## src/rtl/vga_pkg.sv

```systemverilog
// Shared definitions for the VGA text display path.
// Holds the default 640x480@60 timing, the 24-bit colour type and the
// sync-polarity helpers used by the timing generator and its sub-blocks.
package vga_pkg;

    // Default 640x480@60 timing (pixels / lines)
    localparam int unsigned DEF_H_ACTIVE = 640;
    localparam int unsigned DEF_H_FP     = 16;
    localparam int unsigned DEF_H_SYNC   = 96;
    localparam int unsigned DEF_H_BP     = 48;
    localparam int unsigned DEF_V_ACTIVE = 480;
    localparam int unsigned DEF_V_FP     = 10;
    localparam int unsigned DEF_V_SYNC   = 2;
    localparam int unsigned DEF_V_BP     = 33;

    // Standard VGA modes use active-low sync pulses
    localparam bit DEF_SYNC_NEG = 1'b1;

    typedef logic [23:0] rgb24_t;

    // Counter width that never collapses to zero bits
    function automatic int unsigned width_of(input int unsigned n);
        return (n > 1) ? $clog2(n) : 1;
    endfunction

    // Pin level for an active-high internal sync flag
    function automatic logic sync_level(input logic act, input bit neg);
        return act ^ neg;
    endfunction

endpackage

```

## src/rtl/vga_delay_line.sv

```systemverilog
// WIDTH x DEPTH shift register with synchronous active-high reset.
// Aligns stage-0 control with data returning from VRAM/font ROM.
// DEPTH = 0 degenerates to a wire.
// Ports:
//   pclk  - pixel clock
//   reset - synchronous, active-high; clears every stage
//   i_d   - input word
//   o_q   - input word delayed by DEPTH cycles
module vga_delay_line #(
    parameter int unsigned WIDTH = 1,
    parameter int unsigned DEPTH = 1
) (
    input  logic             pclk,
    input  logic             reset,
    input  logic [WIDTH-1:0] i_d,
    output logic [WIDTH-1:0] o_q
);

    generate
        if (DEPTH == 0) begin : g_bypass
            assign o_q = i_d;
        end else begin : g_shift
            logic [WIDTH-1:0] r_stage [DEPTH];

            always_ff @(posedge pclk) begin
                if (reset) begin
                    for (int unsigned i = 0; i < DEPTH; i++) begin
                        r_stage[i] <= '0;
                    end
                end else begin
                    r_stage[0] <= i_d;
                    for (int unsigned i = 1; i < DEPTH; i++) begin
                        r_stage[i] <= r_stage[i-1];
                    end
                end
            end

            assign o_q = r_stage[DEPTH-1];
        end
    endgenerate

endmodule

```

## src/rtl/vga_text_ctrl.sv

```systemverilog
// VGA timing generator and text-mode pixel pipeline.
// Stage 0 walks the raster, tracks the character cell incrementally and
// presents a VRAM cell index plus glyph line. Control is delayed RD_LAT
// cycles to meet the returning font row / attributes, then registered once,
// so sync, valid, RGB and strobes all leave RD_LAT+1 cycles after the address.
// Ports:
//   pclk, reset            - pixel clock, synchronous active-high reset
//   o_vram_addr            - cell index char_y*COLS+char_x (stage 0)
//   o_glyph_line           - line within the cell (stage 0)
//   i_glyph_bits           - font row, RD_LAT after address, MSB leftmost
//   i_fg_rgb, i_bg_rgb     - cell colours, RD_LAT after address
//   i_cursor_en/_x/_y      - cursor enable and cell position
//   o_hsync, o_vsync       - sync pulses, polarity set by SYNC_NEG
//   o_valid                - visible pixel
//   o_vga_r/_g/_b          - pixel colour
//   o_frame_start          - pulse on first visible pixel of a frame
//   o_line_start           - pulse on first visible pixel of each line
module vga_text_ctrl
    import vga_pkg::*;
#(
    parameter int unsigned H_ACTIVE     = DEF_H_ACTIVE,
    parameter int unsigned H_FP         = DEF_H_FP,
    parameter int unsigned H_SYNC       = DEF_H_SYNC,
    parameter int unsigned H_BP         = DEF_H_BP,
    parameter int unsigned V_ACTIVE     = DEF_V_ACTIVE,
    parameter int unsigned V_FP         = DEF_V_FP,
    parameter int unsigned V_SYNC       = DEF_V_SYNC,
    parameter int unsigned V_BP         = DEF_V_BP,
    parameter bit          SYNC_NEG     = DEF_SYNC_NEG,
    parameter int unsigned CHAR_W       = 9,
    parameter int unsigned CHAR_H       = 16,
    parameter int unsigned RD_LAT       = 1,
    parameter int unsigned BLINK_FRAMES = 30,
    localparam int unsigned COLS = H_ACTIVE / CHAR_W,
    localparam int unsigned ROWS = V_ACTIVE / CHAR_H,
    localparam int unsigned AW   = width_of(COLS * ROWS),
    localparam int unsigned CXW  = width_of(COLS),
    localparam int unsigned CYW  = width_of(ROWS),
    localparam int unsigned GLW  = width_of(CHAR_H)
) (
    input  logic              pclk,
    input  logic              reset,
    output logic [AW-1:0]     o_vram_addr,
    output logic [GLW-1:0]    o_glyph_line,
    input  logic [CHAR_W-1:0] i_glyph_bits,
    input  logic [23:0]       i_fg_rgb,
    input  logic [23:0]       i_bg_rgb,
    input  logic              i_cursor_en,
    input  logic [CXW-1:0]    i_cursor_x,
    input  logic [CYW-1:0]    i_cursor_y,
    output logic              o_hsync,
    output logic              o_vsync,
    output logic              o_valid,
    output logic [7:0]        o_vga_r,
    output logic [7:0]        o_vga_g,
    output logic [7:0]        o_vga_b,
    output logic              o_frame_start,
    output logic              o_line_start
);

    localparam int unsigned H_TOTAL = H_ACTIVE + H_FP + H_SYNC + H_BP;
    localparam int unsigned V_TOTAL = V_ACTIVE + V_FP + V_SYNC + V_BP;
    localparam int unsigned HW      = width_of(H_TOTAL);
    localparam int unsigned VW      = width_of(V_TOTAL);
    localparam int unsigned PXW     = width_of(CHAR_W);
    localparam int unsigned FCW     = width_of(BLINK_FRAMES);
    localparam int unsigned CTRL_W  = 7 + PXW;

    localparam logic [HW-1:0]  H_END    = HW'(H_TOTAL - 1);
    localparam logic [HW-1:0]  H_ACT    = HW'(H_ACTIVE);
    localparam logic [HW-1:0]  H_PAD    = HW'(COLS * CHAR_W);
    localparam logic [HW-1:0]  H_SYNC_S = HW'(H_ACTIVE + H_FP);
    localparam logic [HW-1:0]  H_SYNC_L = HW'(H_ACTIVE + H_FP + H_SYNC - 1);
    localparam logic [VW-1:0]  V_END    = VW'(V_TOTAL - 1);
    localparam logic [VW-1:0]  V_ACT    = VW'(V_ACTIVE);
    localparam logic [VW-1:0]  V_PAD    = VW'(ROWS * CHAR_H);
    localparam logic [VW-1:0]  V_SYNC_S = VW'(V_ACTIVE + V_FP);
    localparam logic [VW-1:0]  V_SYNC_L = VW'(V_ACTIVE + V_FP + V_SYNC - 1);
    localparam logic [PXW-1:0] PX_LAST  = PXW'(CHAR_W - 1);
    localparam logic [GLW-1:0] GL_LAST  = GLW'(CHAR_H - 1);
    localparam logic [CXW-1:0] CX_LAST  = CXW'(COLS - 1);
    localparam logic [CYW-1:0] CY_LAST  = CYW'(ROWS - 1);
    localparam logic [AW-1:0]  ROW_STEP = AW'(COLS);
    localparam logic [FCW-1:0] FC_LAST  = FCW'(BLINK_FRAMES - 1);
    localparam logic           SYNC_IDLE = sync_level(1'b0, SYNC_NEG);

    // Raster and cell state
    logic [HW-1:0]  r_h_cnt;
    logic [VW-1:0]  r_v_cnt;
    logic [PXW-1:0] r_px_in_cell;
    logic [CXW-1:0] r_char_x;
    logic [GLW-1:0] r_line_in_cell;
    logic [CYW-1:0] r_char_y;
    logic [AW-1:0]  r_line_base;
    logic [FCW-1:0] r_frame_cnt;
    logic           r_blink_phase;

    // Output register
    logic           r_hsync;
    logic           r_vsync;
    logic           r_valid;
    rgb24_t         r_rgb;
    logic           r_frame_start;
    logic           r_line_start;

    // Stage 0 decode
    logic w_h_act, w_v_act, w_active, w_pad;
    logic w_h_wrap, w_v_wrap;
    logic w_hs_act, w_vs_act;
    logic w_cursor_hit, w_frame_stb, w_line_stb;

    always_comb begin
        w_h_act     = r_h_cnt < H_ACT;
        w_v_act     = r_v_cnt < V_ACT;
        w_active    = w_h_act && w_v_act;
        w_pad       = (r_h_cnt >= H_PAD) || (r_v_cnt >= V_PAD);
        w_h_wrap    = r_h_cnt == H_END;
        w_v_wrap    = w_h_wrap && (r_v_cnt == V_END);
        w_hs_act    = (r_h_cnt >= H_SYNC_S) && (r_h_cnt <= H_SYNC_L);
        w_vs_act    = (r_v_cnt >= V_SYNC_S) && (r_v_cnt <= V_SYNC_L);
        // char_x/char_y saturate at the last cell, so out-of-range cursor
        // coordinates can never compare equal
        w_cursor_hit = i_cursor_en && w_active && !w_pad &&
                       (r_char_x == i_cursor_x) && (r_char_y == i_cursor_y);
        w_frame_stb = (r_h_cnt == '0) && (r_v_cnt == '0);
        w_line_stb  = (r_h_cnt == '0) && w_v_act;
        o_vram_addr  = '0;
        o_glyph_line = '0;
        if (w_active) begin
            o_vram_addr  = r_line_base + AW'(r_char_x);
            o_glyph_line = r_line_in_cell;
        end
    end

    always_ff @(posedge pclk) begin
        if (reset) begin
            r_h_cnt        <= '0;
            r_v_cnt        <= '0;
            r_px_in_cell   <= '0;
            r_char_x       <= '0;
            r_line_in_cell <= '0;
            r_char_y       <= '0;
            r_line_base    <= '0;
            r_frame_cnt    <= '0;
            r_blink_phase  <= 1'b1;
        end else begin
            r_h_cnt <= w_h_wrap ? '0 : r_h_cnt + 1'b1;
            if (w_h_wrap) begin
                r_v_cnt <= w_v_wrap ? '0 : r_v_cnt + 1'b1;
            end

            // Horizontal cell walk; char_x holds at the last column in the pad
            if (w_h_wrap) begin
                r_px_in_cell <= '0;
                r_char_x     <= '0;
            end else if (w_h_act) begin
                if (r_px_in_cell == PX_LAST) begin
                    r_px_in_cell <= '0;
                    if (r_char_x != CX_LAST) begin
                        r_char_x <= r_char_x + 1'b1;
                    end
                end else begin
                    r_px_in_cell <= r_px_in_cell + 1'b1;
                end
            end

            // Vertical cell walk at the end of each active line
            if (w_v_wrap) begin
                r_line_in_cell <= '0;
                r_char_y       <= '0;
                r_line_base    <= '0;
            end else if (w_h_wrap && w_v_act) begin
                if (r_line_in_cell == GL_LAST) begin
                    r_line_in_cell <= '0;
                    if (r_char_y != CY_LAST) begin
                        r_char_y    <= r_char_y + 1'b1;
                        r_line_base <= r_line_base + ROW_STEP;
                    end
                end else begin
                    r_line_in_cell <= r_line_in_cell + 1'b1;
                end
            end

            if (w_v_wrap) begin
                if (r_frame_cnt == FC_LAST) begin
                    r_frame_cnt   <= '0;
                    r_blink_phase <= ~r_blink_phase;
                end else begin
                    r_frame_cnt <= r_frame_cnt + 1'b1;
                end
            end
        end
    end

    // Align stage-0 control with the memory read latency
    logic [CTRL_W-1:0] w_ctrl_0, w_ctrl_d;
    logic              w_hs_d, w_vs_d, w_act_d, w_pad_d, w_hit_d, w_frame_d, w_line_d;
    logic [PXW-1:0]    w_px_d;

    assign w_ctrl_0 = {w_hs_act, w_vs_act, w_active, w_pad, w_cursor_hit,
                       w_frame_stb, w_line_stb, r_px_in_cell};

    vga_delay_line #(
        .WIDTH (CTRL_W),
        .DEPTH (RD_LAT)
    ) u_ctrl_dly (
        .pclk  (pclk),
        .reset (reset),
        .i_d   (w_ctrl_0),
        .o_q   (w_ctrl_d)
    );

    assign {w_hs_d, w_vs_d, w_act_d, w_pad_d, w_hit_d, w_frame_d, w_line_d, w_px_d} = w_ctrl_d;

    // Colour select; shifting left by px puts the wanted bit at the MSB
    logic [CHAR_W-1:0] w_glyph_shift;
    logic              w_use_fg;
    rgb24_t            w_color;

    always_comb begin
        w_glyph_shift = i_glyph_bits << w_px_d;
        w_use_fg      = w_glyph_shift[CHAR_W-1] ^ (w_hit_d && r_blink_phase);
        w_color       = w_use_fg ? i_fg_rgb : i_bg_rgb;
    end

    always_ff @(posedge pclk) begin
        if (reset) begin
            r_hsync       <= SYNC_IDLE;
            r_vsync       <= SYNC_IDLE;
            r_valid       <= 1'b0;
            r_rgb         <= '0;
            r_frame_start <= 1'b0;
            r_line_start  <= 1'b0;
        end else begin
            r_hsync       <= sync_level(w_hs_d, SYNC_NEG);
            r_vsync       <= sync_level(w_vs_d, SYNC_NEG);
            r_valid       <= w_act_d;
            r_rgb         <= (w_act_d && !w_pad_d) ? w_color : '0;
            r_frame_start <= w_frame_d;
            r_line_start  <= w_line_d;
        end
    end

    assign o_hsync       = r_hsync;
    assign o_vsync       = r_vsync;
    assign o_valid       = r_valid;
    assign o_vga_r       = r_rgb[23:16];
    assign o_vga_g       = r_rgb[15:8];
    assign o_vga_b       = r_rgb[7:0];
    assign o_frame_start = r_frame_start;
    assign o_line_start  = r_line_start;

endmodule

```

## config.mk

```make
export PLATFORM = sky130hd
export DESIGN_NAME = vga_text_ctrl
export DESIGN_NICKNAME = d
export VERILOG_FILES = /design/src/rtl/vga_pkg.sv /design/src/rtl/vga_delay_line.sv /design/src/rtl/vga_text_ctrl.sv
export SDC_FILE = /design/constraint.sdc
export NUM_CORES = 1
export LEC_CHECK = 0
export CORE_MARGIN = 2
export CORE_UTILIZATION = 30
export DETAILED_ROUTE_END_ITERATION = 16
export GPL_TIMING_DRIVEN = 1
export SETUP_SLACK_MARGIN = 0.05
export SYNTH_ARGS = -nofsm -noshare
export SYNTH_HDL_FRONTEND = slang
export SYNTH_HIERARCHICAL = 1
export SYNTH_SLANG_ARGS = --single-unit
```

## constraint.sdc

```tcl
create_clock -name pclk -period 3.1 [get_ports pclk]
set_clock_uncertainty 0.1 [all_clocks]
set_input_delay 0.62 -clock pclk [delete_from_list [all_inputs] [get_ports pclk]]
set_output_delay 0.62 -clock pclk [all_outputs]
set_load 0.02 [all_outputs]
```

==> results_dict.tcl <==
set metrics [dict create \
    status "complete, no violations" \
    dieArea_um2 19500 \
    cts_root_buf "clkbuf_16" \
    postCtsSetupBuffers 0 \
    h-tree-depth 3 \
    routedWlPerCell_um 14.8 \
    cp_slowest_cell "clkdlybuf4s50_1" \
    worst_pin_slew_ns 0.680 \
    remaining_drc_errors 0 \
    hpwl_um 10600 \
    net-switching-power_uw 714 \
    crit_path_end_kind "primary output" \
    design.core.area_um2 18000 \
    p_int_mw 2.07 \
    async_flop_share 0 \
    portBuffers 116 \
    critPathMaxFanout 3 \
    drv_cap 0 \
    relSlewSlack 0.535 \
    drtAntennaViolNets 0 \
    clkSinkCount 98 \
    rows 49 \
    diodes 0 \
    grt_antenna_before_repair 0 \
    layout-drive-gt1-share 0.116 \
    grt_pass1_wl_um 25100 \
    clock_latency_ns 0.35 \
    die_h_um 140 \
    synthDistinctLibCells 54 \
    synth_ff_type "dfxtp_1" \
    syn-mean-instance-area_um2 8.15 \
    period_needed_ns 2.99 \
    worst_path_most_repeated_cell "a21o_1" \
    fin_crit_sh 0.966 \
    hold_violations 0 \
    viasPerCell 5.08 \
    cp.buffers_inverters 2 \
    cts-buffers-inserted 9 \
    crit_arrival_ns 2.27 \
    yosysTopAreaCell "dfxtp_1" \
    synthCells 676 \
    grt_max_degree 49 \
    min_path_type "reg -> reg" \
    grt_pass1_vias 4849 \
    initial_core_util 0.307 \
    area_delta_synth_final_pct 33.9 \
    leakagePower_nw 2.95 \
    slew_violations 0 \
    hold_buffers 0 \
    comb_power_share 0.135 \
    r2r_setup_slack_ns 0.71 \
    cts_tree "yes" \
    tns_ns 0 \
    synth_edf_count 0 \
    critPathKind "reg -> out" \
    yosys_warnings 6 \
    critical_path.max_stage_delay_ns 0.60 \
    rsz0062_at_grt "true" \
    fin_nets 891 \
    layout.cells.non_filler 1031 \
    clockPowerShare 0.392 \
    gp_congestion 0.795 \
    setup_viol 0 \
    cts_buffer_depth 2 \
    dr_total_vias 5233 \
    dr.pass1.iters 4 \
    clk_pin_slew_ns 0.08 \
    syn-cell-area_um2 5510 \
    crit_path_start_kind "flop" \
    grt.total_usage 0.155 \
    overflow 0 \
    ios 117 \
    path_cells "ha_1, a21o_1, a21o_1, buf_4, xnor2_1, nor2_1, clkdlybuf4s50_1" \
    pwr-share-seq 0.473 \
    fp.dieW_um 140 \
    drtIter0Drc 315 \
    fmax_mhz 334 \
    required_ns 2.38 \
    power_density_nw_per_um2 377 \
    dp.cells 1015 \
    drt-total-wl_um 15300 \
    synth_top_area_frac 0.356 \
    cpLargestDelayFamily "buffers and inverters" \
    vdd_drop_max_mv 0.238 \
    ys_ff_latch 98 \
    yosysSeqAreaShare 0.356 \
    synth.net_count 770 \
    synthTopCellsByArea "dfxtp_1, nand2_1, nand3_1" \
    p_sw_frac 0.257 \
]
metal layers:
layer,GRT usage,wire length (um),vias up,part of all wire
li1,-,-,2636,-
met1,0.228,7640,2396,0.50
met2,0.231,6330,189,0.41
met3,0.0330,1160,12,0.076
met4,0.0399,165,0,0.011
met5,0,0,-,0
sequential cells by signal, summed over array words and instances (netlist names):
| register | flops |
|---|---|
| r_char_x | 7 |
| r_px_in_cell | 4 |
| o_valid | 1 |
| o_line_start | 1 |
| u_ctrl_dly/g_shift.r_stage | 11 |
| r_rgb | 24 |
| o_vsync | 1 |
| r_v_cnt | 10 |
| r_char_y | 5 |
| r_frame_cnt | 5 |
| o_hsync | 1 |
| r_line_base | 12 |
| r_h_cnt | 10 |
| r_line_in_cell | 4 |
| r_blink_phase | 1 |
| o_frame_start | 1 |
area by class of cell:
class,count,area (um2)
fill,1817,10600
inverter,20,75.1
multi-input combinational,515,3340
timing repair buffer,153,1420
clock inverter,6,47.5
tap,229,287
sequential,98,1970
clock buffer,10,239
cells in the final DEF (no fill, tap or decap), types with 11 or more instances in the layout:
master | synthesis | final
a211o_1 | 25 | 25
clkdlybuf4s50_1 | 0 | 108
ha_1 | 21 | 19
nand3_1 | 65 | 65
nor2_1 | 56 | 56
nand4_1 | 13 | 13
a21oi_1 | 20 | 16
xnor2_1 | 27 | 27
dfxtp_1 | 98 | 95
inv_1 | 20 | 20
nor3_1 | 11 | 11
xor2_1 | 25 | 25
and3_1 | 16 | 16
buf_4 | 1 | 39
a221o_1 | 24 | 24
nand2_1 | 105 | 104
logic make-up after synthesis:
group                    share of synthesized area
buffers and inverters                       0.0493
AND/OR/NAND/NOR                              0.295
AO/OA/AOI/OAI                                0.151
multiplexers                                0.0141
adder cells (fa/ha/maj)                     0.0513
XOR/XNOR                                    0.0827
flip-flops                                   0.356
cells in the mapped netlist, types with 3 or more instances:
library cell,n
mux2i_1,4
buf_1,3
xor2_1,25
o31ai_1,4
nor3_1,11
a21o_1,8
nand3_1,65
nand2b_1,3
buf_2,7
or2_2,4
a211oi_1,5
or3_1,8
buf_6,3
clkbuf_1,29
ha_1,21
nor2_1,56
inv_1,20
nor4_1,9
a211o_1,25
o21ai_0,7
nor2b_1,6
a21oi_1,20
and3_1,16
nor2b_2,8
a221o_1,24
nand2_1,105
or4_1,5
o21a_1,3
dfxtp_1,98
nand4_1,13
nor3b_1,4
xnor2_1,27
power by group through the flow:
stage | Clock, mW | Sequential [mW] | Combinational, mW
2_1_floorplan | 0 | 1.38 | 0.145
3_3_place_gp | 0 | 1.35 | 0.375
3_5_place_dp | 0 | 1.35 | 0.375
4_1_cts | 1.13 | 1.32 | 0.377
5_1_grt | 1.17 | 1.32 | 0.405
6_report | 1.09 | 1.32 | 0.375
worst register-to-register path, cell delays in order (launching register included):
cell      delay (ns)
dfxtp_1         0.37
inv_1           0.07
ha_1            0.12
or4b_1          0.42
nor3_1          0.26
nand3_1         0.33
nand2_1         0.15
buf_4           0.34
a211oi_1        0.10
what timing repair did:
action                     CTS  global route
pin swaps                    1             3
setup endpoints to repair    8            10
gates resized for setup     30            16
path summary, 6_finish.rpt:
path	startpoint	endpoint	cells after the start
worst min-delay path	u_ctrl_dly/g_shift.r_stage[0][9]	o_vsync	1
worst max-delay path	r_char_x[1]	o_vram_addr[3]	7
worst min register to register	u_ctrl_dly/g_shift.r_stage[0][9]	o_vsync	1
worst max register to register	r_v_cnt[1]	r_line_base[1]	8
metrics by stage:
step / worst slack [ns] / power (mW) / hold WS (ns) / utilization / area, um2
after floorplan: 0.284 / 1.52 / 0.251 / - / 5510
after global placement: -0.0582 / 1.72 / 0.259 / 0.393 / 7070
after detailed placement: -0.0904 / 1.72 / 0.264 / 0.393 / 7070
after CTS: 0.0549 / 2.82 / 0.279 / 0.409 / 7350
after global routing: 0.00265 / 2.90 / 0.300 / 0.411 / 7380
final: 0.105 / 2.78 / 0.277 / 0.411 / 7380
Power figures use the tool's default switching activity.
